### src/rtl/uart_rx_frame.sv
// rtl/uart_rx_frame.sv - frame sequencer that gathers NUM_BYTES UART bytes into one frame word
//
// Each trigger arms the downstream UART receiver once per byte. The collected
// bytes are published as one word only after the whole frame is good.
// Saturating counters record aborted frames.
//
// Ports:
//   clk, rst_n     clock, asynchronous active-low reset
//   trigger        single-cycle request to capture one frame
//   byte_valid     receiver: byte received with good parity (sticky until re-armed)
//   data_corrupt   receiver: parity failure (sticky until re-armed)
//   rx_timeout     receiver: no start bit seen (sticky until re-armed)
//   rx_byte        receiver data, meaningful while byte_valid=1
//   clr_counts     synchronous clear of error counters and trig_overrun
//   start_rx       one-cycle pulse that arms the receiver
//   busy           frame in progress
//   frame_data     last good frame, first received byte in the MSBs
//   frame_valid    one-cycle pulse when frame_data updates
//   frame_error    one-cycle pulse when a frame is aborted
//   corrupt_count  frames aborted by parity failure (saturating)
//   timeout_count  frames aborted by receiver timeout (saturating)
//   trig_overrun   sticky: trigger arrived while busy
module uart_rx_frame #(
   parameter int NUM_BYTES = 4,
   parameter int CNT_W     = 16
) (
   input  logic                   clk,
   input  logic                   rst_n,
   input  logic                   trigger,
   input  logic                   byte_valid,
   input  logic                   data_corrupt,
   input  logic                   rx_timeout,
   input  logic [7:0]             rx_byte,
   input  logic                   clr_counts,
   output logic                   start_rx,
   output logic                   busy,
   output logic [8*NUM_BYTES-1:0] frame_data,
   output logic                   frame_valid,
   output logic                   frame_error,
   output logic [CNT_W-1:0]       corrupt_count,
   output logic [CNT_W-1:0]       timeout_count,
   output logic                   trig_overrun
);

   localparam int IDX_W   = (NUM_BYTES > 1) ? $clog2(NUM_BYTES) : 1;
   localparam int FRAME_W = 8 * NUM_BYTES;
   localparam logic [IDX_W-1:0] LAST_IDX = IDX_W'(NUM_BYTES - 1);
   localparam logic [CNT_W-1:0] CNT_MAX  = '1;

   typedef enum logic [1:0] {
      IDLE = 2'd0,
      ARM  = 2'd1,
      WAIT = 2'd2
   } state_t;

   state_t             state;
   logic [IDX_W-1:0]   byte_idx;
   logic [FRAME_W-1:0] buffer;
   logic [FRAME_W-1:0] buffer_next;
   logic               corrupt_hit;
   logic               timeout_hit;

   // Buffer with the current byte merged into its slot; slot 0 is the MSB byte.
   always_comb begin
      buffer_next = buffer;
      buffer_next[FRAME_W - 8 - 8 * int'(byte_idx) +: 8] = rx_byte;
   end

   // Flags are only meaningful in WAIT; in ARM they are still the previous byte's.
   assign corrupt_hit = (state == WAIT) && data_corrupt;
   assign timeout_hit = (state == WAIT) && !data_corrupt && rx_timeout;

   assign busy = (state != IDLE);

   always_ff @(posedge clk or negedge rst_n) begin
      if (!rst_n) begin
         state         <= IDLE;
         byte_idx      <= '0;
         buffer        <= '0;
         start_rx      <= 1'b0;
         frame_data    <= '0;
         frame_valid   <= 1'b0;
         frame_error   <= 1'b0;
         corrupt_count <= '0;
         timeout_count <= '0;
         trig_overrun  <= 1'b0;
      end else begin
         start_rx    <= 1'b0;
         frame_valid <= 1'b0;
         frame_error <= 1'b0;

         case (state)
            IDLE: begin
               if (trigger) begin
                  byte_idx <= '0;
                  start_rx <= 1'b1;
                  state    <= ARM;
               end
            end
            ARM: begin
               state <= WAIT;
            end
            WAIT: begin
               if (data_corrupt || rx_timeout) begin
                  // Partial buffer is dropped; frame_data keeps the last good frame.
                  frame_error <= 1'b1;
                  state       <= IDLE;
               end else if (byte_valid) begin
                  buffer <= buffer_next;
                  if (byte_idx == LAST_IDX) begin
                     frame_data  <= buffer_next;
                     frame_valid <= 1'b1;
                     state       <= IDLE;
                  end else begin
                     byte_idx <= byte_idx + 1'b1;
                     start_rx <= 1'b1;
                     state    <= ARM;
                  end
               end
            end
            default: begin
               state <= IDLE;
            end
         endcase

         // Statistics; a clear wins over any same-cycle increment or set.
         if (clr_counts) begin
            corrupt_count <= '0;
            timeout_count <= '0;
            trig_overrun  <= 1'b0;
         end else begin
            if (corrupt_hit && (corrupt_count != CNT_MAX))
               corrupt_count <= corrupt_count + 1'b1;
            if (timeout_hit && (timeout_count != CNT_MAX))
               timeout_count <= timeout_count + 1'b1;
            if (trigger && (state != IDLE))
               trig_overrun <= 1'b1;
         end
      end
   end

endmodule

### config.mk
export PLATFORM = sky130hd
export DESIGN_NAME = uart_rx_frame
export DESIGN_NICKNAME = d
export VERILOG_FILES = /design/src/rtl/uart_rx_frame.sv
export SDC_FILE = /design/constraint.sdc
export NUM_CORES = 1
export LEC_CHECK = 0
export CAP_MARGIN = 20
export CORE_MARGIN = 2
export CORE_UTILIZATION = 42
export CTS_BUF_LIST = sky130_fd_sc_hd__clkbuf_8
export DETAILED_ROUTE_END_ITERATION = 6
export PLACE_DENSITY = 0.72
export SLEW_MARGIN = 30
export SYNTH_ARGS = -nofsm -noshare
export SYNTH_HDL_FRONTEND = slang
export SYNTH_SLANG_ARGS = --single-unit
### constraint.sdc
create_clock -name clk -period 2.4 [get_ports clk]
set_clock_uncertainty 0.1 [all_clocks]
set_input_delay 0.72 -clock clk [delete_from_list [all_inputs] [get_ports clk]]
set_output_delay 0.72 -clock clk [all_outputs]
set_load 0.03 [all_outputs]
Word level (Yosys, flattened, before mapping)
Index checks and enable logic that the tools add are counted.

Reductions and logical operators: 18. Mux-type cells: 28. Bitwise gates (word level): 1. Shift operators: 2. Equality and inequality tests: 10. Divide/modulo/power cells: 0. $mul: 0. $lt $le $gt $ge: 0. Add/sub/neg operators: 5.

Operator list (count): $mux W16 (4); $neg A6 Y33 (1); $shift A8 B33 Y32 const A (1); $shiftx A8 B33 Y32 (1); $add A16 B1 Y16 const B (2); $bwmux W32 (1); $ne A16 B16 Y1 const B (2); $mux W2 (7); $mux W1 (13); $reduce_bool A2 Y1 (5); $ne A2 B2 Y1 const B (4); $logic_and A1 B1 Y1 (6); $pmux W2 S3 (1); $sub A5 B5 Y6 const A (1); $reduce_and A5 Y1 (1); $eq A2 B2 Y1 const B (2); $pmux W2 S2 (1); $reduce_and A4 Y1 (1); $ne A3 B2 Y1 const B (1); $reduce_and A3 Y1 (1); $add A2 B1 Y2 const B (1); $eq A2 B1 Y1 const B (1); $logic_not A2 Y1 (1); $pmux W1 S2 (1); 4 further kinds (4).

Input bits: 15. Word-level logic and storage cells: 74. Bits in writable memories: 0. Latch bits: 0. Output and inout port bits: 69. Bits in registers: 104. ROM bits: 0. Memories kept: 0.

Longest topological paths before layout
Depth after elaboration: 6. Depth in mapped cells: 7. Mapped depth without buffers: 6.

Worst setup path after synthesis
OpenSTA, ideal clock, no wires.

Path kind: reg-to-reg. From: register timeout_count[0]. To: register timeout_count[1]. Stages on the path, launching flop included: 7. Buffers on the path: 1. Clock period less this slack: 2.143 ns. Setup slack: 0.257 ns. Setup time: 0.119 ns. Data required time: 2.181 ns. Data arrival time: 1.924 ns. Cells stage by stage: dfrtp_1 -> ha_1 -> nand4_1 -> nor4_4 -> buf_4 -> nor3b_1 -> o21ba_2.

Cells in the longest elaborated chain, start to end: 3. Elaborated cells on any way between the ends: 6. Those cells by class: add/sub: 1; eq/ne: 1; mux: 2; reduce/logical: 2.

RTL lines: from (decl) (line 41) `output logic [CNT_W-1:0] timeout_count,`; from (signal assigned) (line 135) `timeout_count <= timeout_count + 1'b1;`; $add A16 B1 Y16 / $ne A16 B16 Y1 (equally long branches) (line 135, 134); $mux W16 / $logic_and A1 B1 Y1 (equally long branches) (line 134) `if (timeout_hit && (timeout_count != CNT_MAX))`; $mux W16 / $reduce_bool A2 Y1 (equally long branches).

Parallel ways exist; a longest one is shown, timed or not. The select of a mux whose other input is x is not followed. A chain may end at the register's enable or synchronous reset.

Worst setup path in the final report
From: register timeout_count[5]. To: output port timeout_count[5].

No word-level cell between the ends.

==> qor.yml <==
critical_path:
  cp_slowest_cell: "clkdlybuf4s50_1"
  worstPathMaxFanout: 7
  max_stage_delay_ns: 0.70
  endpoint_kind: "output port"
  cp.arrival_ns: 1.53
  reg2reg_setup_slack_ns: 0.24
  crit_chain: "clkdlybuf4s50_1"
  ff2ff_path_depth: 5
  path_class: "reg -> out"
  critPathBufInv: 1
  crit_family: "buffers and inverters"
  r2r_start: "timeout_count[1]$_DFFE_PN0P_"
  required_ns: 1.58
  critPathLaunchType: "register"
  reg2reg_to: "timeout_count[12]$_DFFE_PN0P_"
route:
  wirelength_um: 12200
  ant_nets: 0
  via_per_inst: 5.72
  firstDrtPassIters: 6
  wl_per_cell_um: 16.9
  drcViolationCount: 0
  dr.first_iter.drc_count: 396
  num_vias: 4111
global_routing:
  grt_max_degree: 33
  grt_pass1_vias: 3881
  antenna_found_initial: 0
  overflow: 0
  global_route.usage.total_pct: 19.1
  grt_pass1_wl_um: 19500
synth:
  syn_nets: 490
  synth.distinct_cells: 53
  synth_seq_cells: 104
  synthArstFlopShare_pct: 100
  synth-seq-area-share_pct: 52.6
  synth_edf_count: 0
  yosys_warnings: 0
  avgSynthCellArea_sq_um: 10.6
  synthCells: 468
  syn_area_sq_um: 4940
  ys.flop_type: "dfrtp_1"
cts:
  ctsRootBufferMaster: "clkbuf_8"
  cts_buffer_depth: 2
  clock-sinks: 104
  cts_made_buffers: 9
  post_cts_buffers: 0
  insertion_delay_ns: 0.38
  h-tree-depth: 3
  clk_pin_slew_ns: 0.10
  tritoncts: "done"
power:
  power_frac_clock_pct: 31.3
  switchingPower_uw: 934
  peakVddDrop_mv: 0.318
  p_leak_nw: 2.87
  finalPower_mw: 3.44
  pwr-share-comb_pct: 13.3
  power_density_nw_per_um2: 544
  seq_power_share_pct: 55.4
  switching_share_pct: 27.2
  p_int_mw: 2.51
layout:
  diodes: 0
  n_fill_cell: 1005
  areaGrowthSynthToFinish_pct: 28.0
  seq_area_sq_um: 2600
  drive_above_1_share_pct: 13.5
  stdcell_area_sq_um: 6330
  multi_input_area_sq_um: 2160
  final_core_util_pct: 55.2
  fin_nets: 593
  final_cells: 719
timing:
  fin_setup_tns_ns: 0
  tightest_slew_ns: 0.653
  finalSetupViolCount: 0
  slew_headroom_pct: 56.0
  finalMaxSlewViolations: 0
  hold_viol: 0
  max_freq_mhz: 426
  fin_crit_sh_pct: 97.8
  fin_crit_ns: 2.35
floorplan:
  die_h_um: 112
  rows: 39
  initial_core_util_pct: 43.1
  io-pin-count: 84
  die_w_um: 112
  die_area_sq_um: 12700
  fp.coreArea_sq_um: 11500
placement:
  numPortBuffers: 83
  dp_hpwl_um: 8740
  place_area_sq_um: 6090
  gp_congestion: 0.809
  place_inst: 703
job:
  drv_cap: 0
outcome:
  status: "finished, final reports clean"
hold_path:
  hp-class: "in -> async"
worst register-to-register path, cell delays in order (launching register included):
cell,delay (ns)
dfrtp_1,0.41
ha_1,0.28
nand4_1,0.40
a311oi_1,0.45
nand3_1,0.14
mux2_2,0.28
state kept, by name (all words and copies together), names as in the netlist:
name and cells:
buffer 32, byte_idx 2, corrupt_count 16, frame_data 32, frame_error 1, frame_valid 1, start_rx 1, state 2
timeout_count 16, trig_overrun 1
kinds of logic after synthesis:
group,count (synthesis),share of synthesized area [%]
flip-flops,104,52.6
AND/OR/NAND/NOR,182,22.4
buffers and inverters,36,4.05
multiplexers,7,1.54
AO/OA/AOI/OAI,132,17.6
adder cells (fa/ha/maj),7,1.77
layer usage:
| metal | routed length [um] | global-route usage (%) |
|---|---|---|
| met5 | 0 | 0 |
| met4 | 179 | 5.69 |
| met3 | 680 | 4.16 |
| met2 | 5820 | 30.2 |
| met1 | 5490 | 26.6 |
final cells by class:
cell class / instances / area share, %
clock buffer: 11 / 2.39
tap: 143 / 2.83
clock inverter: 5 / 0.732
sequential: 104 / 41.1
multi-input combinational: 328 / 34.2
timing repair buffer: 121 / 18.3
inverter: 7 / 0.415
cells in the mapped netlist (5+ instances only):
cell | count | share of area [%]
buf_2 | 9 | 0.91
dfrtp_1 | 104 | 53
nand3_1 | 12 | 1.2
nor2_1 | 47 | 3.6
nor2b_1 | 16 | 2.0
nand2_1 | 14 | 1.1
a22o_1 | 32 | 5.7
ha_1 | 7 | 1.8
o31ai_1 | 11 | 1.7
nand2b_1 | 25 | 3.2
a21oi_1 | 43 | 4.4
clkbuf_1 | 13 | 0.99
nand4_1 | 8 | 1.0
mux2_2 | 5 | 1.1
or4_1 | 12 | 1.8
and3_1 | 5 | 0.63
inv_1 | 7 | 0.53
a31oi_1 | 24 | 3.0
or3_1 | 8 | 1.0
o21ai_0 | 13 | 1.3
per-stage QoR:
| step | worst slack (ns) | hold WS, ns |
|---|---|---|
| 4_1_cts | 0.000103 | 0.181 |
| 6_report | 0.0532 | 0.179 |
| 3_5_place_dp | -0.385 | 0.385 |
| 3_3_place_gp | -0.317 | 0.379 |
| 5_1_grt | -0.00828 | 0.187 |
| 2_1_floorplan | 0.257 | 0.324 |
power groups by stage:
stage | Sequential, mW | Combinational (mW) | Clock (mW)
2_1_floorplan | 1.96 | 0.224 | 0
3_3_place_gp | 1.94 | 0.446 | 0
3_5_place_dp | 1.94 | 0.458 | 0
4_1_cts | 1.91 | 0.454 | 1.11
5_1_grt | 1.92 | 0.501 | 1.18
6_report | 1.91 | 0.457 | 1.08
repair_timing:
item	CTS	global route
cloned	0	0
endpoints found under the hold margin	0	0
setup endpoints to repair	2	42
gates resized for setup	2	14
hold buffers	0	0
placed cells by master (no fill, tap or decap), drive strengths merged, types with 3 or more instances in the layout:
| cell type | instances |
|---|---|
| a21oi | 43 |
| a22o | 32 |
| a31oi | 24 |
| and2 | 4 |
| and3 | 6 |
| buf | 39 |
| clkbuf | 11 |
| clkdlybuf4s50 | 71 |
| clkinv | 3 |
| dfrtp | 104 |
| dlymetal6s2s | 9 |
| ha | 7 |
| inv | 9 |
| mux2 | 5 |
| nand2 | 15 |
| nand2b | 25 |
| nand3 | 13 |
| nand4 | 10 |
| nand4b | 3 |
| nor2 | 47 |
| nor2b | 16 |
| nor3 | 3 |
| nor4 | 4 |
| nor4b | 3 |
| o21ai | 13 |
| o31ai | 11 |
| or3 | 10 |
| or4 | 12 |
worst max path at each step:
stage,slack [ns],depth (start not counted),endpoint,start
global route,-0.008,5,corrupt_count[9]$_DFFE_PN0P_,data_corrupt
floorplan,0.26,6,timeout_count[1]$_DFFE_PN0P_,timeout_count[0]$_DFFE_PN0P_
global placement,-0.32,5,buffer[27]$_DFFE_PN0P_,rx_timeout
detailed placement,-0.39,5,buffer[14]$_DFFE_PN0P_,data_corrupt
CTS,0.0001,5,buffer[12]$_DFFE_PN0P_,data_corrupt
finish,0.05,1,timeout_count[5],timeout_count[5]$_DFFE_PN0P_
(Power assumes the default switching activity.)
